$ cat config.mk
export PLATFORM = sky130hd
export DESIGN_NAME = exec_writeback
export DESIGN_NICKNAME = d
export VERILOG_FILES = /design/src/rtl/cpu_pkg.sv /design/src/rtl/wb_opclass.sv /design/src/rtl/exec_writeback.sv
export SDC_FILE = /design/constraint.sdc
export NUM_CORES = 1
export LEC_CHECK = 0
export ABC_AREA = 0
export CAP_MARGIN = 20
export CORE_MARGIN = 8
export CORE_UTILIZATION = 40
export CTS_CLUSTER_DIAMETER = 50
export DETAILED_ROUTE_END_ITERATION = 16
export GPL_TIMING_DRIVEN = 1
export PLACE_DENSITY_LB_ADDON = 0.3
export SLEW_MARGIN = 20
export SYNTH_ARGS = -nofsm -noshare
export SYNTH_HDL_FRONTEND = slang
export SYNTH_SLANG_ARGS = --single-unit
$ cat constraint.sdc
create_clock -name clk -period 1.6 [get_ports clk]
set_input_delay 0.32 -clock clk [delete_from_list [all_inputs] [get_ports clk]]
set_output_delay 0.32 -clock clk [all_outputs]
set_load 0.05 [all_outputs]
$ cat src/rtl/cpu_pkg.sv
// Shared CPU definitions: opcode encodings, writeback FSM states and reset constants.
package cpu_pkg;

  localparam logic [5:0] OP_JMR   = 6'b000000;
  localparam logic [5:0] OP_CAR   = 6'b000011;
  localparam logic [5:0] OP_INC   = 6'b001000;
  localparam logic [5:0] OP_DEC   = 6'b001001;
  localparam logic [5:0] OP_ADD   = 6'b010001;
  localparam logic [5:0] OP_POP   = 6'b011011;
  localparam logic [5:0] OP_STORE = 6'b011100;
  localparam logic [5:0] OP_MULT  = 6'b100001;
  localparam logic [5:0] OP_JMD   = 6'b100011;
  localparam logic [5:0] OP_CALL  = 6'b100100;
  localparam logic [5:0] OP_RTN   = 6'b100110;
  localparam logic [5:0] OP_SEC   = 6'b101101;

  localparam logic [7:0]  STATUS_RST = 8'h00;
  localparam logic [11:0] SP_RST     = 12'h000;

  typedef enum logic {
    IDLE  = 1'b0,
    WB_HI = 1'b1
  } wb_state_e;

endpackage

$ cat src/rtl/wb_opclass.sv
// Combinational opcode classifier for the writeback stage.
module wb_opclass
  import cpu_pkg::*;
(
  input  logic [5:0] opcode_i,
  output logic       is_write_o,
  output logic       is_mult_o,
  output logic       is_pcload_o,
  output logic       is_stack_o
);

  always_comb begin
    is_write_o  = opcode_i inside {6'b000001, [6'b000110:6'b001110], [6'b010001:6'b010100],
                                   6'b011001, 6'b011010, 6'b011011,
                                   [6'b011101:6'b100000], 6'b100010};
    is_mult_o   = (opcode_i == OP_MULT);
    is_pcload_o = opcode_i inside {OP_JMR, OP_JMD, OP_CAR, OP_CALL, OP_RTN};
    // POP is the only register-writing op that also moves the stack pointer.
    is_stack_o  = opcode_i inside {OP_CAR, OP_CALL, OP_RTN, OP_POP};
  end

endmodule

$ cat src/rtl/exec_writeback.sv
// Writeback stage after the ALU: register-file writes, two-cycle MULT writeback,
// PC loads, status and stack registers. Optional forwarding port under WB_FORWARD_EN.
module exec_writeback
  import cpu_pkg::*;
#(
  parameter int DW  = 16,
  parameter int AW  = 3,
  parameter int SPW = 12
) (
  input  logic           clk,
  input  logic           reset,
  input  logic           ex_valid,
  output logic           ex_ready,
  input  logic [5:0]     encoded_opcode,
  input  logic [AW-1:0]  dest_addr,
  input  logic [DW-1:0]  aluout1,
  input  logic [DW-1:0]  aluout2,
  input  logic [7:0]     statusregout,
  input  logic [SPW-1:0] decremented_stack_reg,
  output logic           rf_we,
  output logic [AW-1:0]  rf_waddr,
  output logic [DW-1:0]  rf_wdata,
  output logic [7:0]     statusreg,
  output logic [SPW-1:0] stack_reg,
  output logic           pc_load,
  output logic [SPW-1:0] pc_value,
`ifdef WB_FORWARD_EN
  output logic           fwd_valid,
  output logic [AW-1:0]  fwd_addr,
  output logic [DW-1:0]  fwd_data,
`endif
  output wb_state_e      dbg_state
);

  // Handshake: a result transfers on a cycle where ex_valid and ex_ready are both
  // high; the upstream stage holds its op unchanged while ex_ready is low.

  logic is_write, is_mult, is_pcload, is_stack;
  logic accept;

  wb_state_e      state_q;
  logic           ex_ready_q;
  logic           rf_we_q;
  logic [AW-1:0]  rf_waddr_q;
  logic [DW-1:0]  rf_wdata_q;
  logic [7:0]     statusreg_q;
  logic [SPW-1:0] stack_reg_q;
  logic           pc_load_q;
  logic [SPW-1:0] pc_value_q;
  logic [AW-1:0]  hi_addr_q, hi_addr_d;
  logic [DW-1:0]  hi_data_q;

  wb_opclass u_opclass (
    .opcode_i    (encoded_opcode),
    .is_write_o  (is_write),
    .is_mult_o   (is_mult),
    .is_pcload_o (is_pcload),
    .is_stack_o  (is_stack)
  );

  assign accept    = ex_valid & ex_ready_q;
  assign hi_addr_d = dest_addr + AW'(1);

  always_ff @(posedge clk) begin
    if (reset) begin
      state_q     <= IDLE;
      ex_ready_q  <= 1'b1;
      rf_we_q     <= 1'b0;
      rf_waddr_q  <= '0;
      rf_wdata_q  <= '0;
      statusreg_q <= STATUS_RST;
      stack_reg_q <= SPW'(SP_RST);
      pc_load_q   <= 1'b0;
      pc_value_q  <= '0;
      hi_addr_q   <= '0;
      hi_data_q   <= '0;
    end else begin
      rf_we_q   <= 1'b0;
      pc_load_q <= 1'b0;
      case (state_q)
        IDLE: begin
          if (accept) begin
            statusreg_q <= statusregout;
            if (is_stack) stack_reg_q <= decremented_stack_reg;
            if (is_pcload) begin
              pc_load_q  <= 1'b1;
              pc_value_q <= aluout1[SPW-1:0];
            end
            if (is_write || is_mult) begin
              rf_we_q    <= 1'b1;
              rf_waddr_q <= dest_addr;
              rf_wdata_q <= aluout1;
            end
            if (is_mult) begin
              hi_addr_q  <= hi_addr_d;
              hi_data_q  <= aluout2;
              state_q    <= WB_HI;
              ex_ready_q <= 1'b0;
            end
          end else begin
            // Reopens the input one cycle after the MULT high-half write.
            ex_ready_q <= 1'b1;
          end
        end
        WB_HI: begin
          rf_we_q    <= 1'b1;
          rf_waddr_q <= hi_addr_q;
          rf_wdata_q <= hi_data_q;
          state_q    <= IDLE;
        end
        default: state_q <= IDLE;
      endcase
    end
  end

  assign ex_ready  = ex_ready_q;
  assign rf_we     = rf_we_q;
  assign rf_waddr  = rf_waddr_q;
  assign rf_wdata  = rf_wdata_q;
  assign statusreg = statusreg_q;
  assign stack_reg = stack_reg_q;
  assign pc_load   = pc_load_q;
  assign pc_value  = pc_value_q;
  assign dbg_state = state_q;

`ifdef WB_FORWARD_EN
  assign fwd_valid = rf_we_q;
  assign fwd_addr  = rf_waddr_q;
  assign fwd_data  = rf_wdata_q;
`endif

endmodule

* Word-level counts from Yosys, hierarchy flattened
Index checks and enable logic that the tools add are counted.
** Cells by class
- Add/sub/neg operators :: 1
- Magnitude comparators :: 6
- Equal/unequal tests :: 13
- Mux-type cells :: 15
- Bitwise gates (word level) :: 3
- Reductions and logical operators :: 15
** Operators by type and width (number)
- two-way mux 16 bit :: 2
- case mux 16 bit (2 select lines) :: 1
- == test 6 bit (second input constant) :: 5
- == test 6 x 5 -> 1 bit (second input constant) :: 3
- >= comparator 6 x 5 -> 1 bit (second input constant) :: 2
- AND reduction 3 bit :: 3
- nonzero test 8 bit :: 1
- two-way mux 1 bit :: 7
- == test 6 x 1 -> 1 bit (second input constant) :: 1
- == test 6 x 2 -> 1 bit (second input constant) :: 1
- >= comparator 6 x 3 -> 1 bit (second input constant) :: 1
- <= comparator 6 x 4 -> 1 bit (second input constant) :: 1
- <= comparator 6 x 5 -> 1 bit (second input constant) :: 1
- <= comparator 6 bit (second input constant) :: 1
- logical NOT 6 bit :: 1
- two-way mux 3 bit :: 2
- inequality test 2 bit (second input constant) :: 3
- case mux 3 bit (2 select lines) :: 1
- AND reduction 2 bit :: 3
- nonzero test 5 bit :: 1
- case mux 1 bit (2 select lines) :: 2
- nonzero test 4 bit :: 1
- adder 3 x 1 -> 3 bit (second input constant) :: 1
- logical AND 1 bit :: 3
- 4 further kinds :: 5
** Storage, ports and cells
- Register bits :: 74
- Input port bits :: 64
- Output and inout bits :: 55
- Word-level logic and storage cells :: 64

* Longest topological paths before layout
- Depth after elaboration :: 7
- Mapped depth :: 8
- Gate-level depth less buffers :: 5

* By module
Synthesis repeated with hierarchy kept, for this count alone.
** Unflattened totals
- Cell total of the unflattened synthesis :: 360
- Area total of the unflattened synthesis :: 3078.0 µm²
** By module, submodules not included
- exec_writeback :: instances 1, cells each 336, area an instance 2929.1 µm², sequential area each 1481.4 µm²
- wb_opclass :: instances 1, cells each 24, area an instance 148.9 µm², sequential area each 0.0 µm²

* Least setup slack after synthesis
OpenSTA, ideal clock, no wires.
- Path type :: reg2reg
- Start point :: register state_q, in the netlist dbg_state
- End point :: register stack_reg_q[10], in the netlist stack_reg[10]
- Library setup time :: 0.128 ns
- Arrival :: 1.945 ns
- Data required time :: 1.472 ns
- Path slack :: -0.473 ns
- Stages on the path, launching flop included :: 9
- Period minus slack after synthesis :: 2.073 ns
- Cell sequence :: dfxtp_1 > buf_2 > inv_1 > and2_1 > buf_2 > o21ai_1 > buf_4 > mux2i_1 > nor2_1
** On the way
- Longest elaborated chain between the ends :: 2
** RTL lines
- from (decl) :: RTL line exec_writeback.sv:41 : wb_state_e state_q;
- from (signal assigned) :: RTL line exec_writeback.sv:66 : state_q <= IDLE;
- from (signal assigned) :: RTL line exec_writeback.sv:97 : state_q <= WB_HI;
- from (signal assigned) :: RTL line exec_writeback.sv:109 : state_q <= IDLE;
- inverter 1 bit (no source line)
- AND reduction 3 bit (no source line)
- to (signal assigned) :: RTL line exec_writeback.sv:72 : stack_reg_q <= SPW'(SP_RST);
- to (signal assigned) :: RTL line exec_writeback.sv:84 : if (is_stack) stack_reg_q <= decremented_stack_reg;
- to (decl) :: RTL line exec_writeback.sv:47 : logic [SPW-1:0] stack_reg_q;
No other way between the ends.
A chain may end at the register's enable or synchronous reset.

* Final worst setup path
- Start point :: input ex_valid
- End point :: register rf_wdata_q[9], in the netlist rf_wdata[9]
** On the way
- Longest elaborated chain between the ends :: 3
** RTL lines
- from (decl) :: RTL line exec_writeback.sv:12 : input logic ex_valid,
- bitwise AND 1 bit :: RTL line exec_writeback.sv:61 : assign accept = ex_valid & ex_ready_q;
- inequality test 2 bit (no source line)
- AND reduction 2 bit (no source line)
- to (signal assigned) :: RTL line exec_writeback.sv:92 : rf_wdata_q <= aluout1;
- to (signal assigned) :: RTL line exec_writeback.sv:108 : rf_wdata_q <= hi_data_q;
- to (decl) :: RTL line exec_writeback.sv:45 : logic [DW-1:0] rf_wdata_q;
No other way between the ends.

==> reports/metrics.csv <==
metric,value,unit
first_global_vias,2975,
antenna_left,0,
clk_latency,0.34,ns
clkSinkCount,74,
post-route-min-period,1.56,ns
clock-skew-final,0.0149,ns
fin_hold_ws,0.460,ns
fin_area,0.00488,mm2
n_antenna_cell,0,
yosys_warnings,0,
hold_buffers,0,
die_y,105,um
tritoncts,done,
synth_top_area_frac,0.469,
vias,2837,
num-nets-final,533,
area_growth,54.3,%
finalHoldViolCount,0,
routedWlPerCell,16.1,um
start_util,0.411,
ys_top_cells_by_count,"74 x dfxtp_1, 56 x mux2i_1, 46 x nor2_1",
hp-class,register to register,
async_reset_ff_frac,0,
max_stage_delay,0.46,ns
synth_nets,391,
yosys_register_bits,74,
synthDistinctLibCells,40,
overflow,0,
met1_usage,0.187,
wl,9260,um
grt_max_degree,37,
worstSetupPathType,input port to register,
placed_area,0.00453,mm2
cts_buffers,9,
crit_slowest_cell,clkdlybuf4s50_1,
power_leakage,2.29,nW
die-area,0.0110,mm2
synth.most_common_cell,dfxtp_1,
max_freq,0.640,GHz
drc_errors,0,
grt_pass1_wl,14800,um
tns,0,ns
end_kind,register,
synth_top_area_cell,dfxtp_1,
dieWidth,105,um
port_buffers,118,
power,4.27,mW
ir_worst_vdd,521,uV
grtUsageMet3,0.0405,
grt_usage,0.161,
tightest_slew,0.504,ns
worstPathCellList,clkdlybuf4s50_1 > and2_4 > nand2_1 > o31a_4 > nand2_2 > buf_12 > a21oi_2,
yosys-top-cells-area,"dfxtp_1 47%, mux2i_1 18%, nor2_1 5.5%",
max-slew-margin-rel,0.661,
yosysSeqAreaShare,0.469,
drtPass1Iterations,4,
ios,119,
drtIter0Drc,79,
antenna_found_initial,0,
start_kind,input port,
grt.busiest_layer,met2,
coreArea,0.00769,mm2
rows,32,
worst-path-max-fanout,9,
dp_slack,-0.689,ns
setup_ws,0.0371,ns
synth_edf_count,0,
status,"complete, no violations",
viasPerCell,4.93,
final_util,0.634,
syn_inst,326,
fin_cells,575,
cts-root-buf,clkbuf_8,
cts_buffer_depth,2,
drive_gt1_frac,0.321,
post-dp-hpwl,6650,um
htree_num_levels,3,
avgSynthCellArea,9.69,um2
setup_violations,0,
arrival,1.78,ns
syn_area,0.00316,mm2
gp_congestion,0.836,
grt_use_met2,0.283,
fill_cells,646,
critPathBufInv,2,
crit_required,1.82,ns
finalMaxSlewViolations,0,
min_period_over_period,0.977,
critPathTopFamily,buffers and inverters,
place_inst,551,
path_clk_slew,0.08,ns
maxCapViolCount,0,
ys.flop_type,dfxtp_1,
cellPowerDensity,875,mW/mm2
## power breakdown
part	internal (mW)	leakage (nW)	total, mW	switching, mW
sequential	1.90	0.602	1.94	0.0370
clock	0.717	0.0954	1.41	0.697
combinational	0.406	1.59	0.911	0.504
total	3.03	2.29	4.27	1.24
## repair_timing
action                     in CTS  in global routing
setup buffers                   2                  2
gates cloned                    1                  3
resized for setup              16                 22
pin swaps                       4                  4
setup endpoints to repair      64                 42
## worst paths after layout
kind / start / endpoint / slack [ns] / cells after the start
worst max register to register: ex_ready / stack_reg[6] / 0.12 / 7
worst min-delay path: statusreg[2] / statusreg[2] / 0.46 / 2
worst max-delay path: ex_valid / rf_wdata[9] / 0.04 / 7
worst min register to register: statusreg[2] / statusreg[2] / 0.46 / 2
## layout by cell type, fill, tap and decap left out, types with 6 or more instances in the layout
| master | n |
|---|---|
| a21oi_1 | 15 |
| a21oi_2 | 11 |
| a31o_1 | 9 |
| buf_12 | 6 |
| buf_4 | 78 |
| clkbuf_8 | 9 |
| clkdlybuf4s50_1 | 56 |
| dfxtp_1 | 72 |
| inv_1 | 16 |
| mux2i_1 | 56 |
| nand2_1 | 23 |
| nor2_1 | 46 |
## final cells by class
class / instances / area (um2) / share of cell area
clock buffers: 9 / 124 / 0.0254
clock inverters: 7 / 68.8 / 0.0141
inverters: 17 / 63.8 / 0.0131
multi-input cells: 211 / 1590 / 0.326
flip-flops and latches: 74 / 1490 / 0.305
well taps: 102 / 128 / 0.0262
repair buffers: 155 / 1420 / 0.290
## worst reg2reg max path: stages, from the launching register on
cell       delay, ns
dfxtp_4         0.35
and2_4          0.17
and2_4          0.16
buf_4           0.17
o21ai_4         0.10
clkbuf_16       0.20
mux2i_1         0.18
nor2_1          0.05
## layer usage
layer  vias up  routed length [um]
met5         -                   0
met4         0                 127
met3        12                 347
met2        61                4770
met1      1361                4020
li1       1403                   -
## logic make-up after synthesis
group / after synthesis / synth area share
AOI/OAI and AO/OA: 61 / 0.150
xor gates and xnor gates: 4 / 0.0111
adders and majority gates: 1 / 0.00396
buffers and inverters: 41 / 0.0606
DFF: 74 / 0.469
muxes: 56 / 0.177
and+or+nand+nor: 89 / 0.128
Note: power is estimated with default switching activity, not from simulation.
